### src/rtl/cla_pkg.sv
// Shared constants, stage-count helper and stage payload layout for the
// pipelined carry-lookahead adder.
package cla_pkg;

  localparam int CLA_WIDTH = 16;
  localparam int CLA_GROUP = 4;

  // One register stage per lookahead group, never fewer than one.
  function automatic int cla_stages(input int width, input int group);
    return ((width / group) < 1) ? 1 : (width / group);
  endfunction

  // Stage payload at the default width; pipelined_cla_adder declares the
  // same layout sized to its own WIDTH.
  typedef struct packed {
    logic [CLA_WIDTH-1:0] sum;
    logic                 carry;
    logic [CLA_WIDTH-1:0] a;
    logic [CLA_WIDTH-1:0] b;
  } cla_stage_t;

endpackage

### src/rtl/cla_group.sv
// Combinational GROUP-bit carry-lookahead slice: every carry is formed
// directly from the generate/propagate terms and the slice carry-in.
module cla_group
  import cla_pkg::*;
#(
  parameter int GROUP = CLA_GROUP
) (
  input  logic [GROUP-1:0] A,
  input  logic [GROUP-1:0] B,
  input  logic             CIN,
  output logic [GROUP-1:0] SUM,
  output logic             COUT
);

  logic [GROUP-1:0] w_p;
  logic [GROUP-1:0] w_g;
  logic [GROUP:0]   w_c;

  assign w_p = A ^ B;
  assign w_g = A & B;

  // c[i+1] = g[i] | p[i]g[i-1] | ... | p[i]..p[0]cin, flattened per bit.
  always_comb begin
    logic v_carry;
    logic v_prop;
    w_c     = '0;
    w_c[0]  = CIN;
    v_carry = 1'b0;
    v_prop  = 1'b0;
    for (int i = 0; i < GROUP; i++) begin
      v_carry = w_g[i];
      v_prop  = w_p[i];
      for (int j = i - 1; j >= 0; j--) begin
        v_carry = v_carry | (v_prop & w_g[j]);
        v_prop  = v_prop & w_p[j];
      end
      w_c[i+1] = v_carry | (v_prop & CIN);
    end
  end

  assign SUM  = w_p ^ w_c[GROUP-1:0];
  assign COUT = w_c[GROUP];

endmodule

### src/rtl/pipelined_cla_adder.sv
// Pipelined carry-lookahead adder, one lookahead group resolved per stage,
// valid/ready handshake with full backpressure. CLA_OVERFLOW_EN adds OVF.
module pipelined_cla_adder
  import cla_pkg::*;
#(
  parameter int WIDTH = CLA_WIDTH,
  parameter int GROUP = CLA_GROUP
) (
  input  logic             CLK,
  input  logic             RST,
  input  logic             IN_VALID,
  output logic             IN_READY,
  input  logic [WIDTH-1:0] A,
  input  logic [WIDTH-1:0] B,
  input  logic             CIN,
  output logic             OUT_VALID,
  input  logic             OUT_READY,
  output logic [WIDTH-1:0] SUM,
  output logic             COUT
`ifdef CLA_OVERFLOW_EN
  ,output logic            OVF
`endif
);

  localparam int STAGES = cla_stages(WIDTH, GROUP);

  typedef struct packed {
    logic [WIDTH-1:0] sum;
    logic             carry;
    logic [WIDTH-1:0] a;
    logic [WIDTH-1:0] b;
  } stage_t;

  function automatic stage_t merge_group(input stage_t s, input logic [GROUP-1:0] gsum,
                                         input logic gcarry, input int unsigned k);
    stage_t r;
    r = s;
    r.sum[k*GROUP +: GROUP] = gsum;
    r.carry = gcarry;
    return r;
  endfunction

  logic [STAGES-1:0] r_vld;
  stage_t            r_pay  [STAGES];
  stage_t            w_next [STAGES];
  logic [STAGES-1:0] w_vld_in;
  logic [STAGES:0]   w_rdy;
  logic [STAGES-1:0] w_xfer;
`ifdef CLA_OVERFLOW_EN
  logic              r_ovf;
  logic              w_ovf_next;
`endif

  assign w_rdy[STAGES] = OUT_READY;
  assign w_xfer        = w_vld_in & w_rdy[STAGES-1:0];

  for (genvar k = 0; k < STAGES; k++) begin : g_stage
    stage_t           w_in;
    logic [GROUP-1:0] w_gsum;
    logic             w_gcout;

    if (k == 0) begin : g_first
      assign w_in        = '{sum: '0, carry: CIN, a: A, b: B};
      assign w_vld_in[k] = IN_VALID;
    end else begin : g_rest
      assign w_in        = r_pay[k-1];
      assign w_vld_in[k] = r_vld[k-1];
    end

    assign w_rdy[k] = !r_vld[k] | w_rdy[k+1];

    cla_group #(.GROUP(GROUP)) u_group (
      .A    (w_in.a[k*GROUP +: GROUP]),
      .B    (w_in.b[k*GROUP +: GROUP]),
      .CIN  (w_in.carry),
      .SUM  (w_gsum),
      .COUT (w_gcout)
    );

    assign w_next[k] = merge_group(w_in, w_gsum, w_gcout, k);

`ifdef CLA_OVERFLOW_EN
    // Carry into the MSB is recovered as a ^ b ^ sum at that bit.
    if (k == STAGES - 1) begin : g_ovf
      assign w_ovf_next = w_gcout ^ (w_in.a[WIDTH-1] ^ w_in.b[WIDTH-1] ^ w_gsum[GROUP-1]);
    end
`endif
  end

  // Stage registers: valid follows ready; payload loads only on a transfer.
  always_ff @(posedge CLK) begin
    if (RST) begin
      r_vld            <= '0;
      r_pay[STAGES-1]  <= '0;
`ifdef CLA_OVERFLOW_EN
      r_ovf            <= 1'b0;
`endif
    end else begin
      for (int k = 0; k < STAGES; k++) begin
        if (w_rdy[k]) r_vld[k] <= w_vld_in[k];
        if (w_xfer[k]) r_pay[k] <= w_next[k];
      end
`ifdef CLA_OVERFLOW_EN
      if (w_xfer[STAGES-1]) r_ovf <= w_ovf_next;
`endif
    end
  end

  assign IN_READY  = w_rdy[0];
  assign OUT_VALID = r_vld[STAGES-1];
  assign SUM       = r_pay[STAGES-1].sum;
  assign COUT      = r_pay[STAGES-1].carry;
`ifdef CLA_OVERFLOW_EN
  assign OVF       = r_ovf;
`endif

endmodule

### config.mk
export PLATFORM = sky130hd
export DESIGN_NAME = pipelined_cla_adder
export DESIGN_NICKNAME = d
export VERILOG_FILES = /design/src/rtl/cla_pkg.sv /design/src/rtl/cla_group.sv /design/src/rtl/pipelined_cla_adder.sv
export SDC_FILE = /design/constraint.sdc
export NUM_CORES = 1
export LEC_CHECK = 0
export CAP_MARGIN = 20
export CORE_ASPECT_RATIO = 1.5
export CORE_UTILIZATION = 30
export DETAILED_ROUTE_END_ITERATION = 8
export PLACE_DENSITY_LB_ADDON = 0.25
export SKIP_CTS_REPAIR_TIMING = 1
export SLEW_MARGIN = 30
export SYNTH_ARGS = -nofsm -noshare
export SYNTH_HDL_FRONTEND = slang
export SYNTH_SLANG_ARGS = --single-unit
### constraint.sdc
create_clock -name CLK -period 4.35 [get_ports CLK]
set_input_delay 0.6525 -clock CLK [delete_from_list [all_inputs] [get_ports CLK]]
set_output_delay 0.6525 -clock CLK [all_outputs]
set_load 0.05 [all_outputs]
## After elaboration in Yosys (flattened, before gate mapping)

Memories as Yosys holds them, arrays and structs flattened.
Cells that the tools add are included.

| word-level totals | value |
|---|---|
| input bits | 37 |
| register bits | 4 |
| RAM bits | 196 |
| logic and storage cells | 146 |
| output and inout bits | 19 |
| memories | 1 |

| cells by class | value |
|---|---|
| mux-type cells | 15 |
| reductions and logical operators | 4 |
| bitwise gates (word level) | 122 |

Memory list:

| memory | words | bits a word | rd ports | clocked after Yosys merged registers in | wr ports | line | RTL |
|---|---|---|---|---|---|---|---|
| r_pay | 4 | 49 | 4 | 0 | 4 | pipelined_cla_adder.sv:44 | `stage_t r_pay [STAGES];` |

Operator list:

| cell | count |
|---|---|
| bitwise AND 1 bit | 64 |
| 2-to-1 mux 49 bit | 1 |
| OR 1 bit | 45 |
| XOR 4 bit | 8 |
| bitwise AND 4 bit | 5 |
| 2-to-1 mux 1 bit | 14 |
| zero test 1 bit | 4 |

## Depth between registers and ports, before layout

| depth | value |
|---|---|
| word-level depth | 10 |
| depth in mapped cells | 4 |
| gate-level depth less buffers | 4 |

## Cells and area by module

Synthesis repeated with hierarchy kept, for this count alone.

| second synthesis, totals | value |
|---|---|
| cells, all modules | 200 |
| area, all modules | 3782.4 um2 |

Modules (own cells, without submodules):

| module | cells an instance | seq. area each (um2) | instances | area an instance (um2) |
|---|---|---|---|---|
| pipelined_cla_adder | 136 | 2842.7 | 1 | 3206.8 |
| cla_group (g_stage[0].u_group ...) | 17 | 0.0 | 3 | 147.6 |
| cla_group (g_stage[3].u_group) | 13 | 0.0 | 1 | 132.6 |

## Least setup slack after synthesis

No wires, ideal clock.

| path | value |
|---|---|
| path kind | input -> register |
| start | input OUT_READY |
| end | memory r_pay[1][10] (netlist bit), enable pin |
| setup slack | 1.147 ns |
| arrival | 2.760 ns |
| stages | 2 |
| path buffers | 0 |
| setup time | 0.444 ns |
| cells stage by stage | and4b_1 > nor3b_1 |

RTL lines:

| what | line | RTL |
|---|---|---|
| from (decl) | pipelined_cla_adder.sv:17 | `input logic OUT_READY,` |
| to (decl) | pipelined_cla_adder.sv:44 |  |

## Worst setup path after layout

| path | value |
|---|---|
| start | input OUT_READY |
| end | output IN_READY |

| on the way | value |
|---|---|
| word-level cells in the longest chain between the ends | 4 |

Ends and longest elaborated chain:

| what | line | RTL |
|---|---|---|
| OR 1 bit (4 in series) | pipelined_cla_adder.sv:70 | `assign w_rdy[k] = !r_vld[k] \| w_rdy[k+1];` |
| to (decl) | pipelined_cla_adder.sv:12 | `output logic IN_READY,` |

Every way passes these cells.

==> flow_summary_export.csv <==
group,metric,value,unit
cts,numCtsBuffers,9,
yosys,ys_seq_area_share,77.4,%
yosys,synth_area,0.00367,sq mm
timing,period_share,68.4,%
finish,drive_above_1_share,7.61,%
finish,nNetsFinal,328,
global_routing,track_usage,8.07,%
status,status,"finished clean",
worst_setup_path,crit_chain,"clkdlybuf4s50_1 > and4b_1 > nand2_1 > clkdlybuf4s50_1",
die,die_x,92.3,microns
power,p_leak,1.72,nW
yosys,yosys.area.top_type,"edfxtp_1",
run,maxCapViolCount,0,
detailed_routing,dr.pass1.iters,4,
worst_setup_path,slowest_stage,"clkdlybuf4s50_1",
worst_setup_path,cp_top_family,"buffers and inverters",
yosys,avgSynthCellArea,18.0,sq um
worst_setup_path,cp_max_fo,4,
yosys,netlist_top_cells_area,"edfxtp_1 (75%), ha_1 (5.5%), dfxtp_1 (2.2%)",
timing,rsz0062_at_grt,"no",
finish,final_core_util,39.7,%
die,core,0.0120,sq mm
timing,slew_viol_final,0,
cts,cts_tree,"done",
worst_setup_path,startpoint_type,"primary input",
cts,clkSinkCount,96,
worst_setup_path,timing.critical_path.mode_cell,"clkdlybuf4s50_1",
timing,hold_viol_final,0,
finish,final_common_cell,"edfxtp_1",
timing,timing.setup.tns,0,ns
yosys,yosysWarnings,0,
global_routing,grt_pass1_vias,1733,
power,power.density,423,mW/mm^2
detailed_routing,vias,1778,
global_routing,overflow,0,
detailed_routing,viasPerCell,4.14,
die,die_y,138,microns
die,dieArea,0.0127,sq mm
global_routing,grt_max_degree,30,
place,io_buffers,55,
die,io_pins,56,
min_path,worstHoldStart,"r_pay[1][35]",
detailed_routing,route.detailed.drc,0,
power,fin_total_pwr,2.01,mW
detailed_routing,wire_per_inst,10.9,microns
cts,h-tree-depth,3,
worst_setup_path,reg2reg_from,"r_pay[2][12]",
yosys,yosysUniqueCellTypes,31,
yosys,synth_nets,261,
finish,synthToLayoutAreaGrowth,29.4,%
die,start_util,30.7,%
worst_setup_path,crit_start,"OUT_READY",
timing,finalClockSkew,0.00464,ns
worst_setup_path,slowest_delay,0.80,ns
yosys,syn_inst,204,
global_routing,grt_pass1_wl,7540,microns
detailed_routing,drtIter0Drc,44,
worst_setup_path,worst_setup_path_end_kind,"output pin",
timing,finalSetupViolations,0,
worst_setup_path,worst_ep_arrival_time,2.32,ns
global_routing,antenna_found_initial,0,
cts,clkTransAtPathRegs,0.06,ns
timing,slew_headroom,56.0,%
worst_setup_path,crit_required,3.70,ns
worst_setup_path,worstSetupPathType,"in -> out",
detailed_routing,wirelength,4700,microns
place,dp_hpwl,3470,microns
worst_setup_path,cp_num_buf_inv,2,
yosys,synth_top_cell_area_share,75.2,%
timing,fin_crit,2.97,ns
min_path,min_path_type,"reg -> reg",
finish,most-common-layout-cells,"edfxtp_1 (92), clkdlybuf4s50_1 (55), ha_1 (16)",
die,num_rows,49,
finish,num_antenna_cells,0,
detailed_routing,drt.antenna.violating_nets,0,
power,ir_worst_vdd,0.145,mV
yosys,synth-seq-cells,96,
timing,fmax,0.336,GHz
cts,clockBufferDepth,2,
timing,tightest_slew,0.660,ns
place,place_congestion,0.674,
cts,root_buffer,"clkbuf_16",
cts,clock_latency,0.33,ns
[synthesized netlist by cell type]
master and instances:
xor2_1 4, dfxtp_1 4, clkbuf_1 1, nand2_1 1, a211oi_1 5, o2bb2ai_1 1, inv_2 1, a21o_1 8
nor2b_1 1, o21ai_0 3, and2_1 12, ha_1 16, nand4b_1 1, or4_1 1, or3_1 1, inv_1 15
and4b_1 1, nor2_1 7, and3b_1 2, edfxtp_1 92, nor3_2 1, fa_1 4, nor3b_1 2, o21bai_1 3
a211o_1 1, o21a_1 1, buf_2 1, xnor2_1 6, mux2i_1 1, a21oi_1 6, nand2b_1 1
[area by class of cell]
class,count,area [sq um]
clock inverters,6,83.8
inverters,16,60.1
fillers,1115,7200
clock buffers,10,229
well taps,153,191
repair buffers,58,573
flip-flops and latches,96,2840
multi-input cells,90,771
[registers in the layout, indices dropped and copies added, names as in the netlist]
| register | cells |
|---|---|
| r_pay | 92 |
| r_vld | 4 |
[path summary, 6_finish.rpt]
| path | slack, ns | depth (start not counted) | end |
|---|---|---|---|
| min reg2reg | 0.42 | 0 | r_pay[2][35] |
| min | 0.42 | 0 | r_pay[2][35] |
| max | 1.38 | 4 | IN_READY |
| max reg2reg | 2.73 | 4 | r_pay[3][48] |
[cell families after synthesis]
group	share of synthesized area, %
buffers and inverters	1.87
muxes	0.273
adders and majority gates	7.63
xor gates and xnor gates	2.38
DFF	77.4
and+or+nand+nor	5.25
AOI/OAI and AO/OA	5.18
[per-layer routing]
| metal | GRT usage, % | wire [microns] | vias to the layer above |
|---|---|---|---|
| met5 | 0 | 0 | - |
| met4 | 6.34 | 170 | 0 |
| met3 | 2.70 | 218 | 11 |
| met2 | 14.5 | 2510 | 45 |
| met1 | 7.35 | 1800 | 831 |
| li1 | - | - | 891 |
[where the power goes]
part           internal [mW]  leakage, nW  switching (mW)
Clock                  0.500        0.146           0.302
Combinational         0.0681        0.678          0.0752
Sequential              1.05        0.901         0.00938
[stage by stage]
step	setup WS (ns)	std cells	instance area, sq um	hold slack [ns]
final	1.38	429	4750	0.416
after floorplan	1.15	204	3670	0.400
after detailed placement	1.38	413	4440	0.405
after global placement	1.43	413	4440	0.400
after global routing	1.32	429	4750	0.422
after CTS	1.38	429	4750	0.420
Power figures use the tool's default switching activity.
